`src/rtl/apb_pkg.sv`:
```
`default_nettype none
// ----------------------------------------------------------------------------
// Module   : apb_pkg
// Brief    : Shared state encoding, response codes and clog2 helper for APB slaves
// Revision : 1.0
// ----------------------------------------------------------------------------
package apb_pkg;

   localparam logic [1:0] IDLE  = 2'd0;
   localparam logic [1:0] WAIT  = 2'd1;
   localparam logic [1:0] READY = 2'd2;

   localparam logic RESP_OKAY  = 1'b0;
   localparam logic RESP_ERROR = 1'b1;

   // Loop stops at 2**30 so the shifted probe never goes negative.
   function automatic int clog2(input int value);
      int r;
      r = 0;
      for (int i = 0; i < 31; i++) begin
         if ((1 << i) < value) r = i + 1;
      end
      return r;
   endfunction

endpackage
`default_nettype wire

```
`src/rtl/apb_mem_slave_if.sv`:
```
`default_nettype none
// ----------------------------------------------------------------------------
// Module   : apb_mem_slave_if
// Brief    : APB bus bundle between a master and the memory slave
// Revision : 1.0
// ----------------------------------------------------------------------------
interface apb_mem_slave_if #(
   parameter int DATA_WIDTH = 32,
   parameter int ADDR_WIDTH = 8
);
   logic                    i_PSEL;
   logic                    i_PENABLE;
   logic                    i_PWRITE;
   logic [ADDR_WIDTH-1:0]   i_PADDR;
   logic [DATA_WIDTH-1:0]   i_PWDATA;
   logic [DATA_WIDTH/8-1:0] i_PSTRB;
   logic [DATA_WIDTH-1:0]   o_PRDATA;
   logic                    o_PREADY;
   logic                    o_PSLVERR;

   modport master (
      output i_PSEL, i_PENABLE, i_PWRITE, i_PADDR, i_PWDATA, i_PSTRB,
      input  o_PRDATA, o_PREADY, o_PSLVERR
   );

   modport slave (
      input  i_PSEL, i_PENABLE, i_PWRITE, i_PADDR, i_PWDATA, i_PSTRB,
      output o_PRDATA, o_PREADY, o_PSLVERR
   );
endinterface
`default_nettype wire

```
`src/rtl/apb_wait_ctrl.sv`:
```
`default_nettype none
// ----------------------------------------------------------------------------
// Module   : apb_wait_ctrl
// Brief    : APB transfer FSM with programmable wait-state counter
// Revision : 1.0
// ----------------------------------------------------------------------------
module apb_wait_ctrl
   import apb_pkg::*;
#(
   parameter int WAIT_STATES = 0
) (
   input  wire logic       clk,
   input  wire logic       rst,
   input  wire logic       i_psel,
   input  wire logic       i_penable,
   output logic [1:0]      o_state,
   output logic [1:0]      o_next_state,
   output logic            o_capture
);
   localparam int c_cnt_w = (clog2(WAIT_STATES + 1) > 1) ? clog2(WAIT_STATES + 1) : 1;
   localparam logic [c_cnt_w-1:0] c_cnt_load = c_cnt_w'(WAIT_STATES);
   localparam logic [c_cnt_w-1:0] c_cnt_one  = c_cnt_w'(1);

   logic [1:0]         r_state;
   logic [1:0]         w_next;
   logic [c_cnt_w-1:0] r_cnt;
   logic [c_cnt_w-1:0] w_cnt_next;
   logic               w_capture;

   always_comb begin
      w_next     = r_state;
      w_cnt_next = r_cnt;
      w_capture  = 1'b0;
      case (r_state)
         IDLE: begin
            if (i_psel && !i_penable) begin
               w_capture = 1'b1;
               if (WAIT_STATES == 0) begin
                  w_next = READY;
               end else begin
                  w_next     = WAIT;
                  w_cnt_next = c_cnt_load;
               end
            end
         end
         WAIT: begin
            // Counter holds at 1 on the way to READY so it never wraps.
            if (!i_psel)                 w_next = IDLE;
            else if (r_cnt <= c_cnt_one) w_next = READY;
            else                         w_cnt_next = r_cnt - c_cnt_one;
         end
         default: w_next = IDLE;
      endcase
   end

   always_ff @(posedge clk) begin
      if (rst) begin
         r_state <= IDLE;
         r_cnt   <= '0;
      end else begin
         r_state <= w_next;
         r_cnt   <= w_cnt_next;
      end
   end

   assign o_state      = r_state;
   assign o_next_state = w_next;
   assign o_capture    = w_capture;

endmodule
`default_nettype wire

```
`src/rtl/apb_mem_slave.sv`:
```
`default_nettype none
// ----------------------------------------------------------------------------
// Module   : apb_mem_slave
// Brief    : APB memory slave; define APB_MEM_PSTRB_EN for byte-strobe writes
// Revision : 1.0
// ----------------------------------------------------------------------------
module apb_mem_slave
   import apb_pkg::*;
#(
   parameter int DATA_WIDTH  = 32,
   parameter int ADDR_WIDTH  = 8,
   parameter int DEPTH       = 64,
   parameter int WAIT_STATES = 0
) (
   input  wire logic        i_PCLK,
   input  wire logic        i_PRESET,
   apb_mem_slave_if.slave   bus
);
   localparam int c_off_w  = clog2(DATA_WIDTH / 8);
   localparam int c_idx_w  = ADDR_WIDTH - c_off_w;
   localparam int c_mem_aw = (clog2(DEPTH) > 1) ? clog2(DEPTH) : 1;

   logic [1:0]              w_state;
   logic [1:0]              w_next_state;
   logic                    w_capture;
   logic [c_idx_w-1:0]      r_idx;
   logic [c_idx_w-1:0]      w_idx;
   logic                    r_write;
   logic                    w_write;
   logic [DATA_WIDTH-1:0]   r_wdata;
   logic [DATA_WIDTH-1:0]   r_mem [DEPTH];
   logic [c_mem_aw-1:0]     w_mem_idx;
   logic                    w_in_range;
   logic                    w_enter_ready;
   logic                    w_commit;
   logic                    r_pready;
   logic                    r_pslverr;
   logic [DATA_WIDTH-1:0]   r_prdata;
   logic                    w_unused;
`ifdef APB_MEM_PSTRB_EN
   logic [DATA_WIDTH/8-1:0] r_strb;
`endif

   apb_wait_ctrl #(.WAIT_STATES(WAIT_STATES)) u_ctrl (
      .clk          (i_PCLK),
      .rst          (i_PRESET),
      .i_psel       (bus.i_PSEL),
      .i_penable    (bus.i_PENABLE),
      .o_state      (w_state),
      .o_next_state (w_next_state),
      .o_capture    (w_capture)
   );

   // Zero-wait reads enter READY straight from setup, so decode the live bus then.
   assign w_idx         = w_capture ? bus.i_PADDR[ADDR_WIDTH-1:c_off_w] : r_idx;
   assign w_write       = w_capture ? bus.i_PWRITE : r_write;
   assign w_in_range    = (32'(w_idx) < DEPTH);
   assign w_mem_idx     = c_mem_aw'(w_idx);
   assign w_enter_ready = (w_next_state == READY);
   assign w_commit      = (w_state == READY) && bus.i_PSEL && r_write && w_in_range;
   assign w_unused      = ^{bus.i_PADDR, bus.i_PSTRB};

   always_ff @(posedge i_PCLK) begin
      if (i_PRESET) begin
         r_idx     <= '0;
         r_write   <= 1'b0;
         r_wdata   <= '0;
         r_pready  <= 1'b0;
         r_pslverr <= RESP_OKAY;
         r_prdata  <= '0;
`ifdef APB_MEM_PSTRB_EN
         r_strb    <= '0;
`endif
      end else begin
         if (w_capture) begin
            r_idx   <= bus.i_PADDR[ADDR_WIDTH-1:c_off_w];
            r_write <= bus.i_PWRITE;
            r_wdata <= bus.i_PWDATA;
`ifdef APB_MEM_PSTRB_EN
            r_strb  <= bus.i_PSTRB;
`endif
         end
         r_pready  <= w_enter_ready;
         r_pslverr <= (w_enter_ready && !w_in_range) ? RESP_ERROR : RESP_OKAY;
         r_prdata  <= (w_enter_ready && !w_write && w_in_range) ? r_mem[w_mem_idx] : '0;
      end
   end

   always_ff @(posedge i_PCLK) begin
      if (i_PRESET) begin
         for (int i = 0; i < DEPTH; i++) r_mem[i] <= '0;
      end else if (w_commit) begin
`ifdef APB_MEM_PSTRB_EN
         for (int b = 0; b < DATA_WIDTH / 8; b++) begin
            if (r_strb[b]) r_mem[w_mem_idx][b*8 +: 8] <= r_wdata[b*8 +: 8];
         end
`else
         r_mem[w_mem_idx] <= r_wdata;
`endif
      end
   end

   assign bus.o_PREADY  = r_pready;
   assign bus.o_PSLVERR = r_pslverr;
   assign bus.o_PRDATA  = r_prdata;

endmodule
`default_nettype wire
```
`src/flat_wrapper.sv`:
```
// flat-port wrapper written by rule: the top's interface ports become plain ports
module apb_mem_slave_flat import apb_pkg::*;
#(
   parameter int DATA_WIDTH  = 32,
   parameter int ADDR_WIDTH  = 8,
   parameter int DEPTH       = 64,
   parameter int WAIT_STATES = 0
)
  (i_PCLK, i_PRESET, bus_i_PSEL, bus_i_PENABLE, bus_i_PWRITE, bus_i_PADDR, bus_i_PWDATA, bus_i_PSTRB, bus_o_PRDATA, bus_o_PREADY, bus_o_PSLVERR);
  apb_mem_slave_if #(.DATA_WIDTH(DATA_WIDTH), .ADDR_WIDTH(ADDR_WIDTH)) bus_i ();
  input  wire logic i_PCLK;
  input  wire logic i_PRESET;
  input wire logic [$bits(bus_i.i_PSEL)-1:0] bus_i_PSEL;
  input wire logic [$bits(bus_i.i_PENABLE)-1:0] bus_i_PENABLE;
  input wire logic [$bits(bus_i.i_PWRITE)-1:0] bus_i_PWRITE;
  input wire logic [$bits(bus_i.i_PADDR)-1:0] bus_i_PADDR;
  input wire logic [$bits(bus_i.i_PWDATA)-1:0] bus_i_PWDATA;
  input wire logic [$bits(bus_i.i_PSTRB)-1:0] bus_i_PSTRB;
  output wire logic [$bits(bus_i.o_PRDATA)-1:0] bus_o_PRDATA;
  output wire logic [$bits(bus_i.o_PREADY)-1:0] bus_o_PREADY;
  output wire logic [$bits(bus_i.o_PSLVERR)-1:0] bus_o_PSLVERR;
  assign bus_i.i_PSEL = bus_i_PSEL;
  assign bus_i.i_PENABLE = bus_i_PENABLE;
  assign bus_i.i_PWRITE = bus_i_PWRITE;
  assign bus_i.i_PADDR = bus_i_PADDR;
  assign bus_i.i_PWDATA = bus_i_PWDATA;
  assign bus_i.i_PSTRB = bus_i_PSTRB;
  assign bus_o_PRDATA = bus_i.o_PRDATA;
  assign bus_o_PREADY = bus_i.o_PREADY;
  assign bus_o_PSLVERR = bus_i.o_PSLVERR;
  apb_mem_slave #(.DATA_WIDTH(DATA_WIDTH), .ADDR_WIDTH(ADDR_WIDTH), .DEPTH(DEPTH), .WAIT_STATES(WAIT_STATES)) u_core (.i_PCLK(i_PCLK), .i_PRESET(i_PRESET), .bus(bus_i));
endmodule
```
`config.mk`:
```
export PLATFORM = sky130hd
export DESIGN_NAME = apb_mem_slave_flat
export DESIGN_NICKNAME = d
export VERILOG_FILES = /design/src/rtl/apb_pkg.sv /design/src/rtl/apb_mem_slave_if.sv /design/src/rtl/apb_wait_ctrl.sv /design/src/rtl/apb_mem_slave.sv /design/src/flat_wrapper.sv
export SDC_FILE = /design/constraint.sdc
export NUM_CORES = 2
export LEC_CHECK = 0
export ABC_AREA = 1
export BUFFER_PORTS_ARGS = -buffer_cell sky130_fd_sc_hd__buf_2
export CAP_MARGIN = 5
export CORE_MARGIN = 5
export CORE_UTILIZATION = 30
export DETAILED_ROUTE_END_ITERATION = 8
export PLACE_DENSITY = 0.44
export SYNTH_ARGS = -nofsm -noshare
export SYNTH_HDL_FRONTEND = slang
export SYNTH_SLANG_ARGS = --single-unit
```
`constraint.sdc`:
```
create_clock -name i_PCLK -period 4.5 [get_ports i_PCLK]
set_input_delay 0.45 -clock i_PCLK [delete_from_list [all_inputs] [get_ports i_PCLK]]
set_output_delay 0.45 -clock i_PCLK [all_outputs]
set_load 0.1 [all_outputs]
```
==> reports/summary.log <==
qor: run_status.outcome completed
qor: detailed_routing.antenna_violating_nets_post_route 0
qor: placement.hpwlAfterDp 216 mm
qor: power.power_leakage 44.4 nW
qor: detailed_routing.drtPass1Iterations 6
qor: timing.fin_setup_tns 0 ns
qor: global_routing.vias_in_the_first_global_route 67500
qor: critical_path.path_class flip-flop to flip-flop
qor: critical_path.timing.reg2reg.setup_slack 0.54 ns
qor: floorplanning.starting_density 0.301
qor: logic_synthesis.yosys.area.top_type edfxtp_1
qor: clock_tree.cts_resized 0
qor: floorplanning.die-width 580 um
qor: critical_path.critical_path_arrival 4.48 ns
qor: global_routing.grt_max_degree 105
qor: placement.buffer_ports.inserted 75
qor: timing.rsz0062_at_grt false
qor: finish.fillers 33300
qor: logic_synthesis.synth.yosys.seq_area_share 0.647
qor: detailed_routing.finalWirelength 348 mm
qor: detailed_routing.wire_per_inst 23.0 um
qor: timing.setup_clock_skew_after_layout 0.0735 ns
qor: clock_tree.path_clk_slew 0.06 ns
qor: worst_hold_path.worst_hold_path_type input port to flip-flop
qor: timing.period_minus_ws_final 3.96 ns
qor: timing.min_period_over_period 0.881
qor: clock_tree.ctsHtreeMaxLevel 4
qor: timing.worst_slew_pin_slew 1.23 ns
qor: floorplanning.number_of_ports_placed_on_the_die_boundary 83
qor: timing.final-setup-viol-count 0
qor: power.p_comb_frac 0.099
qor: detailed_routing.viasPerCell 4.73
qor: finish.synthToLayoutAreaGrowth 15.2%
qor: floorplanning.rows 209
qor: power.pwr-share-seq 0.490
qor: floorplanning.floorplan.die_area 336000 sq um
qor: power.power_switching_share 0.259
qor: placement.place_worst_setup_slack 0.323 ns
qor: critical_path.cp_slowest_stage_delay 0.47 ns
qor: clock_tree.cts_post_setup_buffers_inserted 0
qor: timing.fmax 252 MHz
qor: logic_synthesis.netlist_top_cells_area edfxtp_1, nor2_1, nand2_1
qor: logic_synthesis.synth_largest_type_area_fraction 0.632
qor: logic_synthesis.synth.lib_cells_used.distinct 27
qor: clock_tree.tritoncts done
qor: floorplanning.dieHeight 580 um
qor: critical_path.critPathMaxFanout 32
qor: logic_synthesis.yosys_register_bits 2122
qor: clock_tree.hold_buffer_count_at_cts 37
qor: clock_tree.cts_num_sinks 2122
qor: detailed_routing.drt-initial-drc-count 6767
qor: timing.final-max-slew-violation-count 0
qor: finish.drive_above_1_share 0.0859
qor: global_routing.first_pass_grt_wire_length 496 mm
qor: detailed_routing.total_drc_errors_in_the_routed_layout 0
qor: clock_tree.cts_buffer_depth 4
qor: power.clock_power_share 0.410
qor: clock_tree.cts_buffers 239
qor: power.internal_power 0.0339 W
qor: critical_path.crit_path_capture_type flip-flop
qor: power.p_per_area 408 nW/um^2
qor: critical_path.worstSetupStartpointType flip-flop
qor: clock_tree.clock_insertion_delay_worst_skew 0.91 ns
qor: logic_synthesis.synthesis.instances 10600
qor: logic_synthesis.synthesis.area_per_instance 9.23 sq um
qor: critical_path.cp_common_cell buf_4
qor: logic_synthesis.yosysWarningCount 0
qor: finish.final_util 0.347
qor: global_routing.grt_util_all_layers 0.201
qor: global_routing.antenna_violations_before_repair 21
qor: critical_path.crit_path_top_delay_cell buf_4
qor: global_routing.grt_overflow 0
qor: power.power.ir.vdd_worst 0.321 mV
qor: finish.nets 10600
qor: finish.multiInputGateArea 25800 sq um
qor: placement.gp_congestion 0.876
qor: finish.storage_element_area 63000 sq um
qor: timing.post-route-worst-setup-slack 0.538 ns
qor: run.drv.max_cap_violation_count 0
qor: logic_synthesis.netlist_area 97400 sq um
qor: timing.hold_violations 0
qor: critical_path.critPathRequiredTime 5.02 ns
qor: clock_tree.root_buffer clkbuf_16
qor: critical_path.crit_chain nor2_2 -> buf_4 -> nand3b_1 -> nand2_4 -> buf_12 -> buf_4 -> nand2_1 -> nor2_2 -> buf_4 -> nand2_1 -> nand2_1 -> buf_4
qor: floorplanning.core_region_area 324000 sq um
qor: power.power_switching 0.0119 W
qor: detailed_routing.dr_total_vias 71400
qor: timing.slew_headroom 0.173
## placed cells by master, fill, tap and decap left out, types with 18 or more instances in the layout
cell / count
nor2_1: 2675
nand2_1: 2265
edfxtp_1: 2048
inv_1: 1396
nand3_1: 552
buf_4: 380
o211ai_1: 326
o21ai_0: 276
clkbuf_16: 239
buf_12: 80
buf_2: 75
dfxtp_1: 74
clkinv_2: 69
clkbuf_1: 61
clkinv_1: 51
a21oi_1: 40
dlygate4sd3_1: 37
nand4_1: 18
## layout make-up
type / instances / share of cell area
Sequential cell: 2122 / 0.561
Multi-Input combinational cell: 6197 / 0.230
Clock buffer: 314 / 0.0571
Inverter: 1435 / 0.0484
Tap cell: 4325 / 0.0482
Timing Repair Buffer: 572 / 0.0463
Clock inverter: 113 / 0.00804
Antenna cell: 14 / 0.000312
## cell families (layout without fill, tap and decap cells)
logic type	count (synthesis)	after routing	synth area share
other	1	16	0.0000385
AND/OR/NAND/NOR	5552	5552	0.223
buffers and inverters	2235	2434	0.0885
flip-flops	2122	2122	0.647
AO/OA/AOI/OAI	643	643	0.0416
## flip-flops by register name, summed over array words and instances, names as in the netlist
name,cells
u_core.r_write,1
u_core.r_idx,6
u_core.u_ctrl.o_state,2
u_core.r_mem,2048
u_core.bus.o_PRDATA,32
u_core.r_wdata,32
u_core.bus.o_PREADY,1
## power groups by stage
stage          clock [W]  combinational [W]  sequential, W
6_report          0.0188            0.00454         0.0224
5_1_grt           0.0200            0.00492         0.0225
4_1_cts           0.0192            0.00461         0.0224
3_5_place_dp           0            0.00458         0.0229
3_3_place_gp           0            0.00458         0.0228
2_1_floorplan          0            0.00229         0.0229
## synth_stat cells
cell,n
clkinv_1,5
nor3_4,1
o21ai_4,1
o211ai_1,326
a21oi_1,40
nor2_4,2
nor3_1,7
nand3_2,1
nand4_1,18
buf_1,41
nand3b_1,1
nor2_2,9
clkbuf_1,585
nand3_1,552
buf_4,4
nand2_2,2
inv_1,1428
edfxtp_1,2048
dfxtp_1,74
buf_2,169
clkbuf_2,1
conb_1,1
o21ai_0,276
nor3_2,9
inv_2,2
nor2_1,2680
nand2_1,2270
## per-stage QoR
step / area (sq um) / instances / total power [W] / hold WS (ns)
6_report: 112000 / 15100 / 0.0458 / 0.0548
2_1_floorplan: 97400 / 10600 / 0.0252 / 0.511
5_1_grt: 112000 / 15100 / 0.0474 / 0.0155
4_1_cts: 112000 / 15100 / 0.0463 / 0.00452
3_3_place_gp: 104000 / 14600 / 0.0274 / 0.453
3_5_place_dp: 104000 / 14600 / 0.0274 / 0.471
## critical path: cells and delay by family, from the launching register on
kind	cells	cell delay, ns
buf+inv	5	1.57
flops	1	0.33
simple gates	7	1.57
## path summary, 6_finish.rpt
path	from	end	depth (start not counted)
worst max-delay path	u_core.u_ctrl.o_state[0]	u_core.r_mem[48][21]	12
worst min-delay path	bus_i_PADDR[6]	u_core.r_idx[4]	3
worst max register to register	u_core.u_ctrl.o_state[0]	u_core.r_mem[48][21]	12
worst min register to register	u_core.r_wdata[8]	u_core.r_wdata[8]	2
## per-layer routing
layer,vias up,share of wire,track usage
li1,33500,-,-
met1,35300,0.43,0.272
met3,495,0.062,0.0271
met2,2116,0.47,0.331
met5,-,0.000023,0
met4,2,0.038,0.0682
(Power assumes the default switching activity.)
